==> src/rtl/uart_rom_loader_pkg.sv <==
// Shared types and constants for the UART ROM loader.
// LOADER_CHECKSUM_EN (in the loader top) enables the trailing checksum byte and the CSUM state.
package uart_rom_loader_pkg;

    localparam int UART_DATA_BITS = 8;
    localparam int WORD_BYTES     = 4;
    localparam int LEN_BYTES      = 2;
    localparam int BIT_IDX_W      = $clog2(UART_DATA_BITS);
    localparam int BYTE_IDX_W     = $clog2(WORD_BYTES);

    typedef logic [8*LEN_BYTES-1:0] len_t;

    typedef enum logic [2:0] {
        ST_IDLE,
        ST_LEN0,
        ST_LEN1,
        ST_WORD,
        ST_CSUM,
        ST_DONE,
        ST_ERROR
    } loader_state_t;

    typedef enum logic [1:0] {
        RX_IDLE,
        RX_START,
        RX_DATA,
        RX_STOP
    } rx_state_t;

    // A frame may fill the ROM exactly but never exceed it, so the address never wraps.
    function automatic logic len_fits(input len_t n, input int unsigned addr_w);
        return 32'(n) <= (32'd1 << addr_w);
    endfunction

endpackage

==> src/rtl/uart_rom_loader_if.sv <==
// ROM write port bundle: the loader drives it (master), the instruction ROM consumes it (slave).
interface uart_rom_loader_if #(
    parameter int ADDR_W = 8
);

    logic              rom_we;
    logic [ADDR_W-1:0] rom_addr;
    logic [31:0]       rom_wdata;

    modport master (
        output rom_we,
        output rom_addr,
        output rom_wdata
    );

    modport slave (
        input  rom_we,
        input  rom_addr,
        input  rom_wdata
    );

endinterface

==> src/rtl/uart_rom_loader_rx_core.sv <==
// 8N1 UART receiver: 2-flop synchronizer, mid-bit start validation, WAIT-cycle bit timing.
// Emits one-cycle o_rx_valid with the byte, or one-cycle o_rx_frame_err on a low stop bit.
module uart_rom_loader_rx_core
    import uart_rom_loader_pkg::*;
#(
    parameter int WAIT = 8
) (
    input  logic                      i_clk,
    input  logic                      i_rst_n,
    input  logic                      i_rx,
    output logic                      o_rx_valid,
    output logic [UART_DATA_BITS-1:0] o_rx_data,
    output logic                      o_rx_frame_err
);

    localparam int CNT_W = $clog2(WAIT);

    rx_state_t                 r_state;
    logic                      r_rx_meta;
    logic                      r_rx_sync;
    logic                      r_rx_prev;
    logic [CNT_W-1:0]          r_cnt;
    logic [BIT_IDX_W-1:0]      r_bit_idx;
    logic [UART_DATA_BITS-1:0] r_shift;
    logic [UART_DATA_BITS-1:0] r_data;
    logic                      r_valid;
    logic                      r_frame_err;

    logic w_tick_half;
    logic w_tick_full;
    logic w_fall;

    assign w_tick_half = (r_cnt == CNT_W'(WAIT / 2 - 1));
    assign w_tick_full = (r_cnt == CNT_W'(WAIT - 1));
    assign w_fall      = r_rx_prev & ~r_rx_sync;

    always_ff @(posedge i_clk or negedge i_rst_n) begin
        if (!i_rst_n) begin
            r_rx_meta   <= 1'b1;
            r_rx_sync   <= 1'b1;
            r_rx_prev   <= 1'b1;
            r_state     <= RX_IDLE;
            r_cnt       <= '0;
            r_bit_idx   <= '0;
            r_shift     <= '0;
            r_data      <= '0;
            r_valid     <= 1'b0;
            r_frame_err <= 1'b0;
        end else begin
            r_rx_meta   <= i_rx;
            r_rx_sync   <= r_rx_meta;
            r_rx_prev   <= r_rx_sync;
            r_valid     <= 1'b0;
            r_frame_err <= 1'b0;
            case (r_state)
                RX_IDLE: begin
                    if (w_fall) begin
                        r_cnt   <= '0;
                        r_state <= RX_START;
                    end
                end
                RX_START: begin
                    // A line that is high again at mid-start was only a glitch.
                    if (w_tick_half) begin
                        r_cnt     <= '0;
                        r_bit_idx <= '0;
                        r_state   <= r_rx_sync ? RX_IDLE : RX_DATA;
                    end else begin
                        r_cnt <= r_cnt + CNT_W'(1);
                    end
                end
                RX_DATA: begin
                    if (w_tick_full) begin
                        r_cnt   <= '0;
                        r_shift <= {r_rx_sync, r_shift[UART_DATA_BITS-1:1]};
                        if (r_bit_idx == BIT_IDX_W'(UART_DATA_BITS - 1)) begin
                            r_state <= RX_STOP;
                        end else begin
                            r_bit_idx <= r_bit_idx + BIT_IDX_W'(1);
                        end
                    end else begin
                        r_cnt <= r_cnt + CNT_W'(1);
                    end
                end
                RX_STOP: begin
                    if (w_tick_full) begin
                        r_cnt   <= '0;
                        r_state <= RX_IDLE;
                        if (r_rx_sync) begin
                            r_valid <= 1'b1;
                            r_data  <= r_shift;
                        end else begin
                            r_frame_err <= 1'b1;
                        end
                    end else begin
                        r_cnt <= r_cnt + CNT_W'(1);
                    end
                end
                default: r_state <= RX_IDLE;
            endcase
        end
    end

    assign o_rx_valid     = r_valid;
    assign o_rx_data      = r_data;
    assign o_rx_frame_err = r_frame_err;

endmodule

==> src/rtl/uart_rom_loader.sv <==
// Loads a program image from UART into the instruction ROM, holding the CPU in reset until done.
// Define LOADER_CHECKSUM_EN to require a trailing XOR checksum byte (CSUM state).
module uart_rom_loader
    import uart_rom_loader_pkg::*;
#(
    parameter int WAIT   = 8,
    parameter int ADDR_W = 8
) (
    input  logic              i_clk,
    input  logic              i_rst_n,
    input  logic              i_uart_rx,
    uart_rom_loader_if.master o_rom,
    output logic              o_cpu_hold,
    output logic              o_busy,
    output logic              o_done,
    output logic              o_error
);

    logic                      w_rx_valid;
    logic [UART_DATA_BITS-1:0] w_rx_data;
    logic                      w_rx_frame_err;
    len_t                      w_len;

    loader_state_t             r_state;
    logic                      r_rom_we;
    logic [ADDR_W-1:0]         r_rom_addr;
    logic [31:0]               r_rom_wdata;
    logic [BYTE_IDX_W-1:0]     r_byte_idx;
    logic [UART_DATA_BITS-1:0] r_len_lo;
    len_t                      r_words_left;
    logic                      r_cpu_hold;
    logic                      r_busy;
    logic                      r_done;
    logic                      r_error;
`ifdef LOADER_CHECKSUM_EN
    logic [UART_DATA_BITS-1:0] r_csum;
`endif

    uart_rom_loader_rx_core #(
        .WAIT (WAIT)
    ) u_rx (
        .i_clk          (i_clk),
        .i_rst_n        (i_rst_n),
        .i_rx           (i_uart_rx),
        .o_rx_valid     (w_rx_valid),
        .o_rx_data      (w_rx_data),
        .o_rx_frame_err (w_rx_frame_err)
    );

    assign w_len = {w_rx_data, r_len_lo};

    always_ff @(posedge i_clk or negedge i_rst_n) begin
        if (!i_rst_n) begin
            r_state      <= ST_IDLE;
            r_rom_we     <= 1'b0;
            r_rom_addr   <= '0;
            r_rom_wdata  <= '0;
            r_byte_idx   <= '0;
            r_len_lo     <= '0;
            r_words_left <= '0;
            r_cpu_hold   <= 1'b1;
            r_busy       <= 1'b0;
            r_done       <= 1'b0;
            r_error      <= 1'b0;
`ifdef LOADER_CHECKSUM_EN
            r_csum       <= '0;
`endif
        end else begin
            r_rom_we <= 1'b0;
            if (w_rx_frame_err && (r_state != ST_ERROR)) begin
                r_state    <= ST_ERROR;
                r_error    <= 1'b1;
                r_busy     <= 1'b0;
                r_cpu_hold <= 1'b1;
                r_done     <= 1'b0;
            end else begin
                case (r_state)
                    // The first byte of any new frame is LEN_LO; reloading restarts at address 0.
                    ST_IDLE, ST_LEN0, ST_DONE: begin
                        if (w_rx_valid) begin
                            r_len_lo   <= w_rx_data;
                            r_rom_addr <= '0;
                            r_byte_idx <= '0;
                            r_busy     <= 1'b1;
                            r_done     <= 1'b0;
                            r_cpu_hold <= 1'b1;
`ifdef LOADER_CHECKSUM_EN
                            r_csum     <= w_rx_data;
`endif
                            r_state    <= ST_LEN1;
                        end
                    end
                    ST_LEN1: begin
                        if (w_rx_valid) begin
`ifdef LOADER_CHECKSUM_EN
                            r_csum <= r_csum ^ w_rx_data;
`endif
                            if (!len_fits(w_len, ADDR_W)) begin
                                r_state    <= ST_ERROR;
                                r_error    <= 1'b1;
                                r_busy     <= 1'b0;
                                r_cpu_hold <= 1'b1;
                                r_done     <= 1'b0;
                            end else if (w_len == '0) begin
`ifdef LOADER_CHECKSUM_EN
                                r_state    <= ST_CSUM;
`else
                                r_state    <= ST_DONE;
                                r_done     <= 1'b1;
                                r_busy     <= 1'b0;
                                r_cpu_hold <= 1'b0;
`endif
                            end else begin
                                r_words_left <= w_len;
                                r_state      <= ST_WORD;
                            end
                        end
                    end
                    ST_WORD: begin
                        // Completion is decided in the write cycle so done always trails the last rom_we.
                        if (r_rom_we) begin
                            if (r_words_left == '0) begin
`ifdef LOADER_CHECKSUM_EN
                                r_state    <= ST_CSUM;
`else
                                r_state    <= ST_DONE;
                                r_done     <= 1'b1;
                                r_busy     <= 1'b0;
                                r_cpu_hold <= 1'b0;
`endif
                            end else begin
                                r_rom_addr <= r_rom_addr + ADDR_W'(1);
                            end
                        end else if (w_rx_valid) begin
                            r_rom_wdata[{r_byte_idx, 3'b000} +: 8] <= w_rx_data;
                            r_byte_idx <= r_byte_idx + BYTE_IDX_W'(1);
`ifdef LOADER_CHECKSUM_EN
                            r_csum     <= r_csum ^ w_rx_data;
`endif
                            if (r_byte_idx == BYTE_IDX_W'(WORD_BYTES - 1)) begin
                                r_rom_we     <= 1'b1;
                                r_words_left <= r_words_left - len_t'(1);
                            end
                        end
                    end
`ifdef LOADER_CHECKSUM_EN
                    ST_CSUM: begin
                        if (w_rx_valid) begin
                            if (w_rx_data == r_csum) begin
                                r_state    <= ST_DONE;
                                r_done     <= 1'b1;
                                r_busy     <= 1'b0;
                                r_cpu_hold <= 1'b0;
                            end else begin
                                r_state    <= ST_ERROR;
                                r_error    <= 1'b1;
                                r_busy     <= 1'b0;
                                r_cpu_hold <= 1'b1;
                                r_done     <= 1'b0;
                            end
                        end
                    end
`endif
                    default: ;
                endcase
            end
        end
    end

    assign o_rom.rom_we    = r_rom_we;
    assign o_rom.rom_addr  = r_rom_addr;
    assign o_rom.rom_wdata = r_rom_wdata;
    assign o_cpu_hold      = r_cpu_hold;
    assign o_busy          = r_busy;
    assign o_done          = r_done;
    assign o_error         = r_error;

endmodule
==> src/flat_wrapper.sv <==
// flat-port wrapper written by rule: the top's interface ports become plain ports
module uart_rom_loader_flat import uart_rom_loader_pkg::*;
#(
    parameter int WAIT   = 8,
    parameter int ADDR_W = 8
)
  (i_clk, i_rst_n, i_uart_rx, o_cpu_hold, o_busy, o_done, o_error, o_rom_rom_we, o_rom_rom_addr, o_rom_rom_wdata);
  uart_rom_loader_if #(.ADDR_W(ADDR_W)) o_rom_i ();
  input  logic i_clk;
  input  logic i_rst_n;
  input  logic i_uart_rx;
  output logic o_cpu_hold;
  output logic o_busy;
  output logic o_done;
  output logic o_error;
  output wire logic [$bits(o_rom_i.rom_we)-1:0] o_rom_rom_we;
  output wire logic [$bits(o_rom_i.rom_addr)-1:0] o_rom_rom_addr;
  output wire logic [$bits(o_rom_i.rom_wdata)-1:0] o_rom_rom_wdata;
  assign o_rom_rom_we = o_rom_i.rom_we;
  assign o_rom_rom_addr = o_rom_i.rom_addr;
  assign o_rom_rom_wdata = o_rom_i.rom_wdata;
  uart_rom_loader #(.WAIT(WAIT), .ADDR_W(ADDR_W)) u_core (.i_clk(i_clk), .i_rst_n(i_rst_n), .i_uart_rx(i_uart_rx), .o_rom(o_rom_i), .o_cpu_hold(o_cpu_hold), .o_busy(o_busy), .o_done(o_done), .o_error(o_error));
endmodule
==> config.mk <==
export PLATFORM = sky130hd
export DESIGN_NAME = uart_rom_loader_flat
export DESIGN_NICKNAME = d
export VERILOG_FILES = /design/src/rtl/uart_rom_loader_pkg.sv /design/src/rtl/uart_rom_loader_if.sv /design/src/rtl/uart_rom_loader_rx_core.sv /design/src/rtl/uart_rom_loader.sv /design/src/flat_wrapper.sv
export SDC_FILE = /design/constraint.sdc
export NUM_CORES = 1
export LEC_CHECK = 0
export ABC_AREA = 1
export BUFFER_PORTS_ARGS = -buffer_cell sky130_fd_sc_hd__buf_4
export CAP_MARGIN = 20
export CORE_MARGIN = 3
export CORE_UTILIZATION = 59
export CTS_CLUSTER_DIAMETER = 50
export DETAILED_ROUTE_END_ITERATION = 7
export PLACE_DENSITY = 0.79
export SLEW_MARGIN = 20
export SYNTH_ARGS = -nofsm -noshare
export SYNTH_HDL_FRONTEND = slang
export SYNTH_SLANG_ARGS = --single-unit
==> constraint.sdc <==
create_clock -name i_clk -period 2 [get_ports i_clk]
set_input_delay 0.4 -clock i_clk [delete_from_list [all_inputs] [get_ports i_clk]]
set_output_delay 0.4 -clock i_clk [all_outputs]
set_load 0.05 [all_outputs]
==> run metrics, run 1 <==
status=complete, no violations; Synth Area per Inst=7.75 um^2; Setup Viol. Count Final=0; DR DRC count=0; cell area after synthesis=5250 um^2; clock sink count=between 100 and 150; remaining antenna violation count after routing=0; Fmax achieved=539 MHz; post-route setup slack=about 0.15 ns; Nets=756; Global Route Usage Sum=0.243; largest cells by area after synthesis=dfrtp_1 47%, nand2_1 16%, nor2_1 6.3%, o21ai_0 5.2%, inv_1 4.4%; most frequent cells in the layout=224 x nand2_1, 99 x dfrtp_1, 87 x nor2_1, 62 x inv_1, 62 x buf_4; worst-margin pin slew=0.498 ns; Final Hold Vio Count=0; vias per inst=roughly 5.3; Fin Clk Skew=0.0130 ns; max-slew violations=0; CTS H-Tree Depth=3; Critical Path Max Stage Delay=about 0.44 ns; min Tclk post-route=about 1.9 ns; I/O Buffers=47; Hold WC Path Type=primary input to flop; critical path required time=2.33 ns; CTS Buf Count=9; synthesized flop and latch total=about 100; highest-delay cell along the critical path=dfrtp_1; Synth cell types=31; commonest non-fill, non-tap cell in the layout=nand2_1; crit path cell chain=inv_1, nand2_2, o21ai_4, inv_1, nor3_1, nand2_2, inv_1, nand2_1, nand2_1; clk buf depth=2; Ys Warns=0; vias in the first global route=4320; WS Path Type=flop to flop; most frequent cell on the critical path=inv_1; DP Worst Slack=between 0.15 and 0.2 ns; Worst Path Buf+Inv=3; Leak Pwr=0.00330 uW; Pre-Repair DR Iteration Count=5; DR vias=4530; Rel. slew slack=0.667; Mapped Nets=between 600 and 700; Area growth syn-to-layout=14.6%; post-synthesis sequential area ratio=0.492; Fill cells=675; TritonCTS clock tree=yes; # diodes=0; WL/cell=13.8 um; CP top delay family=simple AND/OR/NAND/NOR gates; total die area=10100 um^2; clock transition at the registers of the reported paths=between 0.1 and 0.15 ns; die height=100 um; WP data arrival=2.19 ns; total gr overflow=0; first-pass GRT wire length=19700 um; cells after synthesis=678; final wirelength=around 12000 um; post-CTS setup buffer count=0; clock root buffer=clkbuf_8; share of the synthesized area in the top cell type=0.472; Max Cap Viol=0; io pins=48; largest net degree at the start of global routing=49; Placer Congestion=approximately 0.89; Sum Neg Setup Slack=0 ns; biggest area consumer among synthesized cells=dfrtp_1; CORE AREA=roughly 8400 um^2; maximum vdd drop=0.000595 V; post-DP HPWL=8390 um; Die Wd=roughly 100 um; Tcrit/Tclk final=0.927; Power Density=roughly 700 nW/um^2; Initial Util=0.624; Worst Setup End Kind=flop; layout cells sized above 1=0.135; clk_lat worst skew=0.39 ns; First DRT Iteration DRCs=212; Startpoint Class=flop; Rows=33; Layout Utilization=0.715; antenna violations before repair=0; Max FO, Critical Path=13
-- cells in the mapped netlist --
master,instances
o21ai_0,55
nand3b_1,1
xnor2_1,4
o21ai_1,2
clkinv_1,1
nand3_4,1
nor2_4,1
buf_2,3
a31oi_1,1
nand4_1,2
nand3_1,43
a21oi_1,32
nor2_1,88
mux2_2,1
inv_1,62
nor2_2,2
clkbuf_1,9
o211ai_1,1
nor3_2,1
dfrtp_1,99
nor2_8,3
nor3_1,6
nand2_1,225
or2_2,1
xor2_1,7
inv_2,1
buf_6,3
o21ai_4,1
dfstp_2,4
ha_1,15
nand2_2,3
-- final timing paths --
check                                                start                              endpoint  slack (ns)  cells past startpoint
max reg2reg                  u_core.r_state[0]$_DFFE_PN0P_  u_core.o_rom.rom_addr[6]$_DFFE_PN0P_        0.15                      9
max                          u_core.r_state[0]$_DFFE_PN0P_  u_core.o_rom.rom_addr[6]$_DFFE_PN0P_        0.15                      9
min in group asynchronous                          i_rst_n        u_core.r_len_lo[3]$_DFFE_PN0P_        0.46                      2
max in group asynchronous                          i_rst_n         u_core.o_cpu_hold$_DFFE_PN1P_        0.84                      3
min                                              i_uart_rx       u_core.u_rx.r_rx_meta$_DFF_PN1_        0.10                      1
min reg2reg                u_core.u_rx.r_rx_meta$_DFF_PN1_       u_core.u_rx.r_rx_sync$_DFF_PN1_        0.37                      0
-- per-stage QoR --
| step | cell area [um^2] | hold slack [ns] | power (uW) | std cells |
|---|---|---|---|---|
| CTS | 6010 | 0.0930 | 4280 | 848 |
| finish | 6020 | 0.104 | 4260 | 848 |
| global placement | 5790 | 0.347 | 2910 | 831 |
| global route | 6020 | 0.0747 | 4460 | 848 |
| detailed placement | 5790 | 0.353 | 2940 | 831 |
| floorplan | 5250 | 0.104 | 2740 | 678 |
-- power by group --
part / leakage [uW] / switching [uW] / total, uW / internal, uW
logic: 0.00178 / 423 / 616 / 194
clock network: 0.000105 / 851 / 1360 / 504
registers: 0.00142 / 97.4 / 2290 / 2190
total: 0.00330 / 1370 / 4260 / 2890
-- layout make-up --
type	instances	area, um^2	area share
clock buffers	9	124	0.0206
clock inverters	7	86.3	0.0143
inverters	64	240	0.0399
multi-input cells	496	2360	0.392
flip-flops and latches	103	2580	0.429
well taps	105	131	0.0218
repair buffers	64	495	0.0823
-- metal layers --
metal / vias to the layer above / global-route usage / share of wire
li1: 2261 / - / -
met5: - / 0 / 0
met1: 2122 / 0.325 / 0.44
met2: 131 / 0.401 / 0.49
met4: 0 / 0.0632 / 0.013
met3: 16 / 0.0570 / 0.055
-- registers in the layout (all words and copies together), names as in the netlist, 2 cells and up, named ones only --
| register | cells |
|---|---|
| u_core.r_words_left | 16 |
| u_core.u_rx.o_rx_data | 8 |
| u_core.o_rom.rom_addr | 8 |
| u_core.u_rx.r_shift | 8 |
| u_core.r_byte_idx | 2 |
| u_core.r_len_lo | 8 |
| u_core.u_rx.r_bit_idx | 3 |
| u_core.o_rom.rom_wdata | 32 |
| u_core.r_state | 3 |
| u_core.u_rx.r_cnt | 3 |
-- cell families after synthesis --
kind of cell | Yosys count | share of synthesized area
buf+inv | 79 | 0.0615
xor+xnor | 11 | 0.0183
flops | 103 | 0.492
compound gates | 92 | 0.0905
mux | 1 | 0.00214
simple gates | 377 | 0.300
fa+ha+maj | 15 | 0.0357
-- what timing repair did --
| action | in CTS | in global routing |
|---|---|---|
| endpoints found under the hold margin | 24 | 0 |
| endpoints found under the setup margin | 0 | 25 |
| hold buffers | 1 | 0 |
| resized for setup | 0 | 4 |
No activity file was read; power rests on OpenSTA's default activity.
==> inputs of run 2 (changes only) <==
Settings changed: CORE_ASPECT_RATIO set to 1.2, HOLD_SLACK_MARGIN set to 0.1.
==> run 2 against run 1 <==
- global-route usage is 0.57 points higher
- via count up 0.40%
- clock-buffer cell count unchanged
- power shrank 0.27%
- combinational power is essentially flat
- setup slack better by 0.0026 ns
- clock skew down 0.0034 ns
- fmax rose by 0.14%
- non-clock buffer count shrank 2
- critical endpoint is now u_core.o_rom.rom_addr[5]$_DFFE_PN0P_
==> run metrics, run 2 (synthesis gave the netlist of run 1 again) <==
Max FO, Critical Path=8; Nets=approximately 750; Leak Pwr=0.00329 uW; remaining antenna violation count after routing=0; die height=109 um; First DRT Iteration DRCs=~280; multi-input logic area=2350 um^2; total die area=~10000 um^2; post-DP HPWL=about 8500 um; post-route setup slack=0.148 ns; largest net degree at the start of global routing=43; Sum Neg Setup Slack=0 ns; max-slew violations=0; I/O Buffers=47; WP data arrival=2.11 ns; Fin Clk Skew=0.00957 ns; antenna violations before repair=0; Fill cells=714; clock transition at the registers of the reported paths=0.10 ns; io pins=48; Layout Utilization=0.699; number of flip-flops in the largest register=32; DP Worst Slack=roughly 0.17 ns; unrepaired setup endpoints after global routing=false; Rel. slew slack=0.672; CTS H-Tree Depth=3; vias per inst=5.30; TritonCTS clock tree=yes; hold_ws=0.118 ns; Worst Setup End Kind=flop; Fmax achieved=540 MHz; # diodes=0; min Tclk post-route=1.85 ns; DR vias=4548; Placer Congestion=0.891; Max Cap Viol=0; Sequential Area=between 2000 and 3000 um^2; Tcrit/Tclk final=0.926; Area growth syn-to-layout=14.6%; clock sink count=103; status=complete, no violations; most frequent cells in the layout=225 x nand2_1, 99 x dfrtp_1, 88 x nor2_1, 62 x inv_1, 58 x buf_4; final wirelength=around 12000 um; Final Hold Vio Count=0; commonest non-fill, non-tap cell in the layout=nand2_1; Startpoint Class=flop; Power Density=706 nW/um^2; Setup Viol. Count Final=0; Pre-Repair DR Iteration Count=5; Initial Util=0.610; Hold WC Path Type=primary input to flop; Total Power=between 4000 and 5000 uW; Rows=37; critical path required time=2.26 ns; vias in the first global route=4284; maximum vdd drop=0.000723 V; layout cells sized above 1=0.130; clk_lat worst skew=0.38 ns; CTS Buf Count=9; WS Path Type=flop to flop; Die Wd=92.1 um; clock root buffer=clkbuf_8; worst-margin pin slew=between 0.4 and 0.5 ns; first-pass GRT wire length=roughly 20000 um; CORE AREA=8610 um^2; WL/cell=around 14 um; clk buf depth=2; DR DRC count=0; Global Route Usage Sum=0.249; total gr overflow=0
[run 2: per-stage QoR]
step / cells / area, um^2
after global routing: 858 / 6020
after CTS: 856 / 6000
after global placement: 839 / 5780
final: 858 / 6020
after floorplan: 678 / 5250
after detailed placement: 839 / 5780
[run 2: final timing paths]
kind | startpoint | end | slack [ns] | depth (start not counted)
hold reg to reg | u_core.u_rx.r_rx_meta$_DFF_PN1_ | u_core.u_rx.r_rx_sync$_DFF_PN1_ | 0.36 | 0
max in group asynchronous | i_rst_n | u_core.u_rx.r_rx_sync$_DFF_PN1_ | 0.86 | 3
setup / recovery | u_core.r_state[0]$_DFFE_PN0P_ | u_core.o_rom.rom_addr[5]$_DFFE_PN0P_ | 0.15 | 9
min in group asynchronous | i_rst_n | u_core.r_words_left[14]$_DFFE_PN0P_ | 0.50 | 2
setup reg to reg | u_core.r_state[0]$_DFFE_PN0P_ | u_core.o_rom.rom_addr[5]$_DFFE_PN0P_ | 0.15 | 9
hold / removal | i_uart_rx | u_core.u_rx.r_rx_meta$_DFF_PN1_ | 0.12 | 1
[run 2: metal layers]
metal	up-vias	global-route usage	wire length [um]
met1	2156	0.330	5060
met3	21	0.0308	515
li1	2255	-	-
met5	-	0	0
met4	0	0.106	228
met2	116	0.417	5850
[run 2: timing repair]
item | 4_1_cts | 5_1_grt
resized for setup | 0 | 2
buffers inserted | 0 | 2
hold buffers | 1 | 0
hold endpoints to repair | 30 | 0
setup endpoints to repair | 0 | 14
[run 2: critical path: stages (launching register included)]
cell	delay, ns
dfrtp_1	0.44
inv_1	0.11
nand2_2	0.09
o21ai_4	0.25
inv_1	0.11
nor3_1	0.18
nand2_1	0.21
buf_4	0.21
nand2_1	0.05
o21ai_0	0.08
[run 2: power by group]
| group | internal, uW | total, uW | switching, uW | leakage [uW] |
|---|---|---|---|---|
| logic | 195 | 614 | 418 | 0.00177 |
| registers | 2190 | 2290 | 98.4 | 0.00142 |
| clock network | 594 | 1350 | 751 | 0.000105 |
| total | 2980 | 4250 | 1270 | 0.00329 |
[run 2: area by class of cell]
type / instances / share of cell area
clock inverter: 7 / 0.0131
sequential: 103 / 0.429
multi-input combinational: 496 / 0.391
tap: 117 / 0.0243
timing repair buffer: 62 / 0.0825
inverter: 64 / 0.0399
clock buffer: 9 / 0.0206
==> inputs of run 3 (changes only) <==
Settings changed: CORE_ASPECT_RATIO 1.2 to not set, GPL_TIMING_DRIVEN set to 0.
==> run 3 against run 2 <==
- setup slack improved by 0.032 ns
- core utilization increased by 1.9 points
- die area is essentially flat
- sequential power barely moved
- via count fell by 1.3%
- critical endpoint is now u_core.o_rom.rom_wdata[22]$_DFFE_PN0P_
- largest power group unchanged
==> run metrics, run 3 (synthesis gave the netlist of run 1 again) <==
antenna violations before repair=0; CTS Buf Count=9; post-DP HPWL=roughly 8200 um; Fin Clk Skew=about 0.0096 ns; Power Density=714 nW/um^2; CORE AREA=8420 um^2; Worst Setup End Kind=flop; most frequent cell on the critical path=nand2_1; status=complete, no violations; Fill cells=roughly 690; WL/cell=13.6 um; DP Worst Slack=-0.121 ns; post-route setup slack=0.180 ns; Comb pwr share=0.143; Hold WC Path Type=primary input to async pin; clock sink count=around 100; Final Hold Vio Count=0; Layout Utilization=0.718; WS Path Type=flop to flop; clock root buffer=clkbuf_8; Die Wd=100 um; Fmax achieved=549 MHz; Rel. slew slack=0.394; WP data arrival=about 2.1 ns; highest-delay cell along the critical path=dfrtp_1; CP top delay family=simple AND/OR/NAND/NOR gates; Leak Pwr=~0.0033 uW; I/O Buffers=47; critical path required time=between 2 and 2.5 ns; Cell Area, Placed=5740 um^2; Rows=33; io pins=48; Tcrit/Tclk final=0.910; largest net degree at the start of global routing=104; Startpoint Class=flop; most frequent cells in the layout=223 x nand2_1, 92 x dfrtp_1, 87 x nor2_1, 61 x inv_1, 55 x o21ai_0; CTS H-Tree Depth=3; Cell Int Power=2990 uW; Global Route Usage Sum=0.245; max-slew violations=0; DR DRC count=0; Net Sw Frac=0.307; Sum Neg Setup Slack=0 ns; maximum vdd drop=0.000611 V; Seq pwr share=0.528; fin area=6050 um^2; die height=100 um; DR vias=approximately 4500; vias per inst=5.27; min Tclk post-route=1.82 ns; clk_lat worst skew=0.37 ns; vias in the first global route=4281; number of flip-flops in the largest register=32; remaining antenna violation count after routing=0; TritonCTS clock tree=yes; Nets=760; clock transition at the registers of the reported paths=0.11 ns; commonest non-fill, non-tap cell in the layout=nand2_1; unrepaired setup endpoints after global routing=false; layout cells sized above 1=0.143; Setup Viol. Count Final=0; Placer Congestion=approximately 0.90; total gr overflow=0; final wirelength=11600 um; Pre-Repair DR Iteration Count=4; clk buf depth=2; worst-margin pin slew=0.910 ns; Worst Path Buf+Inv=3; worst r2r path cells=10; crit path cell chain=nand2_1, nor2_4, nand2_1, inv_2, nand3_4, buf_4, nor2_8, buf_6, nor2_1, a21oi_1; first-pass GRT wire length=20000 um; Switch Pwr=1320 uW; Clk network pwr share=0.329; Critical Path Max Stage Delay=0.47 ns; critical path depth in cells=10; Max Cap Viol=0; Initial Util=0.624; First DRT Iteration DRCs=229; Max FO, Critical Path=10; Area growth syn-to-layout=15.1%; total die area=approximately 10000 um^2; # diodes=0
-- run 3: cell types whose count changed in the layout (fill, tap and decap cells not counted), sizes merged --
cell	before	now
clkbuf	9	16
buf	61	60
-- run 3: worst reg2reg max path: stages, from the launching register on --
cell     delay (ns)
dfrtp_1        0.47
nand2_1        0.15
nor2_4         0.19
nand2_1        0.11
inv_2          0.10
nand3_4        0.09
buf_4          0.19
nor2_8         0.14
buf_6          0.16
nor2_1         0.04
a21oi_1        0.13
-- run 3: metal layers --
metal	GRT usage	vias to the layer above	wire length, um	share of wire
li1	-	2270	-	-
met1	0.332	2092	5090	0.44
met2	0.398	110	5720	0.49
met3	0.0493	17	609	0.053
met4	0.0777	0	162	0.014
met5	0	-	0	0
-- run 3: power groups by stage --
stage | Combinational [uW] | Clock [uW] | Sequential [uW]
2_1_floorplan | 373 | 0 | 2360
3_3_place_gp | 583 | 0 | 2310
3_5_place_dp | 604 | 0 | 2320
4_1_cts | 616 | 1450 | 2280
5_1_grt | 699 | 1530 | 2290
6_report | 617 | 1420 | 2280
-- run 3: timing repair --
item,4_1_cts,5_1_grt
pin swaps,0,2
endpoints found under the setup margin,15,36
gates resized for setup,2,16
endpoints found under the hold margin,0,1
hold buffers,0,1
setup buffers,0,6
-- run 3: cell type report --
| cell class | instances | area (um^2) | share of cell area |
|---|---|---|---|
| flip-flops and latches | 103 | 2590 | 0.429 |
| multi-input cells | 496 | 2370 | 0.391 |
| repair buffers | 54 | 412 | 0.0681 |
| inverters | 64 | 240 | 0.0397 |
| well taps | 105 | 131 | 0.0217 |
| clock buffers | 9 | 124 | 0.0205 |
| clock inverters | 7 | 100 | 0.0166 |
| plain buffers | 14 | 82.6 | 0.0137 |
-- run 3: stage by stage --
step                hold WS (ns)  std cells  power (uW)
finish                     0.115        852        4320
floorplan                  0.104        678        2740
detailed placement         0.351        830        2920
global route               0.192        852        4520
global placement           0.348        830        2890
CTS                        0.107        845        4350
-- run 3: final timing paths --
check | endpoint | from | slack [ns]
max | u_core.o_rom.rom_wdata[22]$_DFFE_PN0P_ | u_core.r_state[0]$_DFFE_PN0P_ | 0.18
min | u_core.r_words_left[13]$_DFFE_PN0P_ | i_rst_n | 0.12
max reg2reg | u_core.o_rom.rom_wdata[22]$_DFFE_PN0P_ | u_core.r_state[0]$_DFFE_PN0P_ | 0.18
min reg2reg | u_core.u_rx.r_rx_sync$_DFF_PN1_ | u_core.u_rx.r_rx_meta$_DFF_PN1_ | 0.37
max in group asynchronous | u_core.u_rx.o_rx_data[3]$_DFFE_PN0P_ | i_rst_n | 1.23
min in group i_clk | u_core.u_rx.r_rx_sync$_DFF_PN1_ | u_core.u_rx.r_rx_meta$_DFF_PN1_ | 0.37
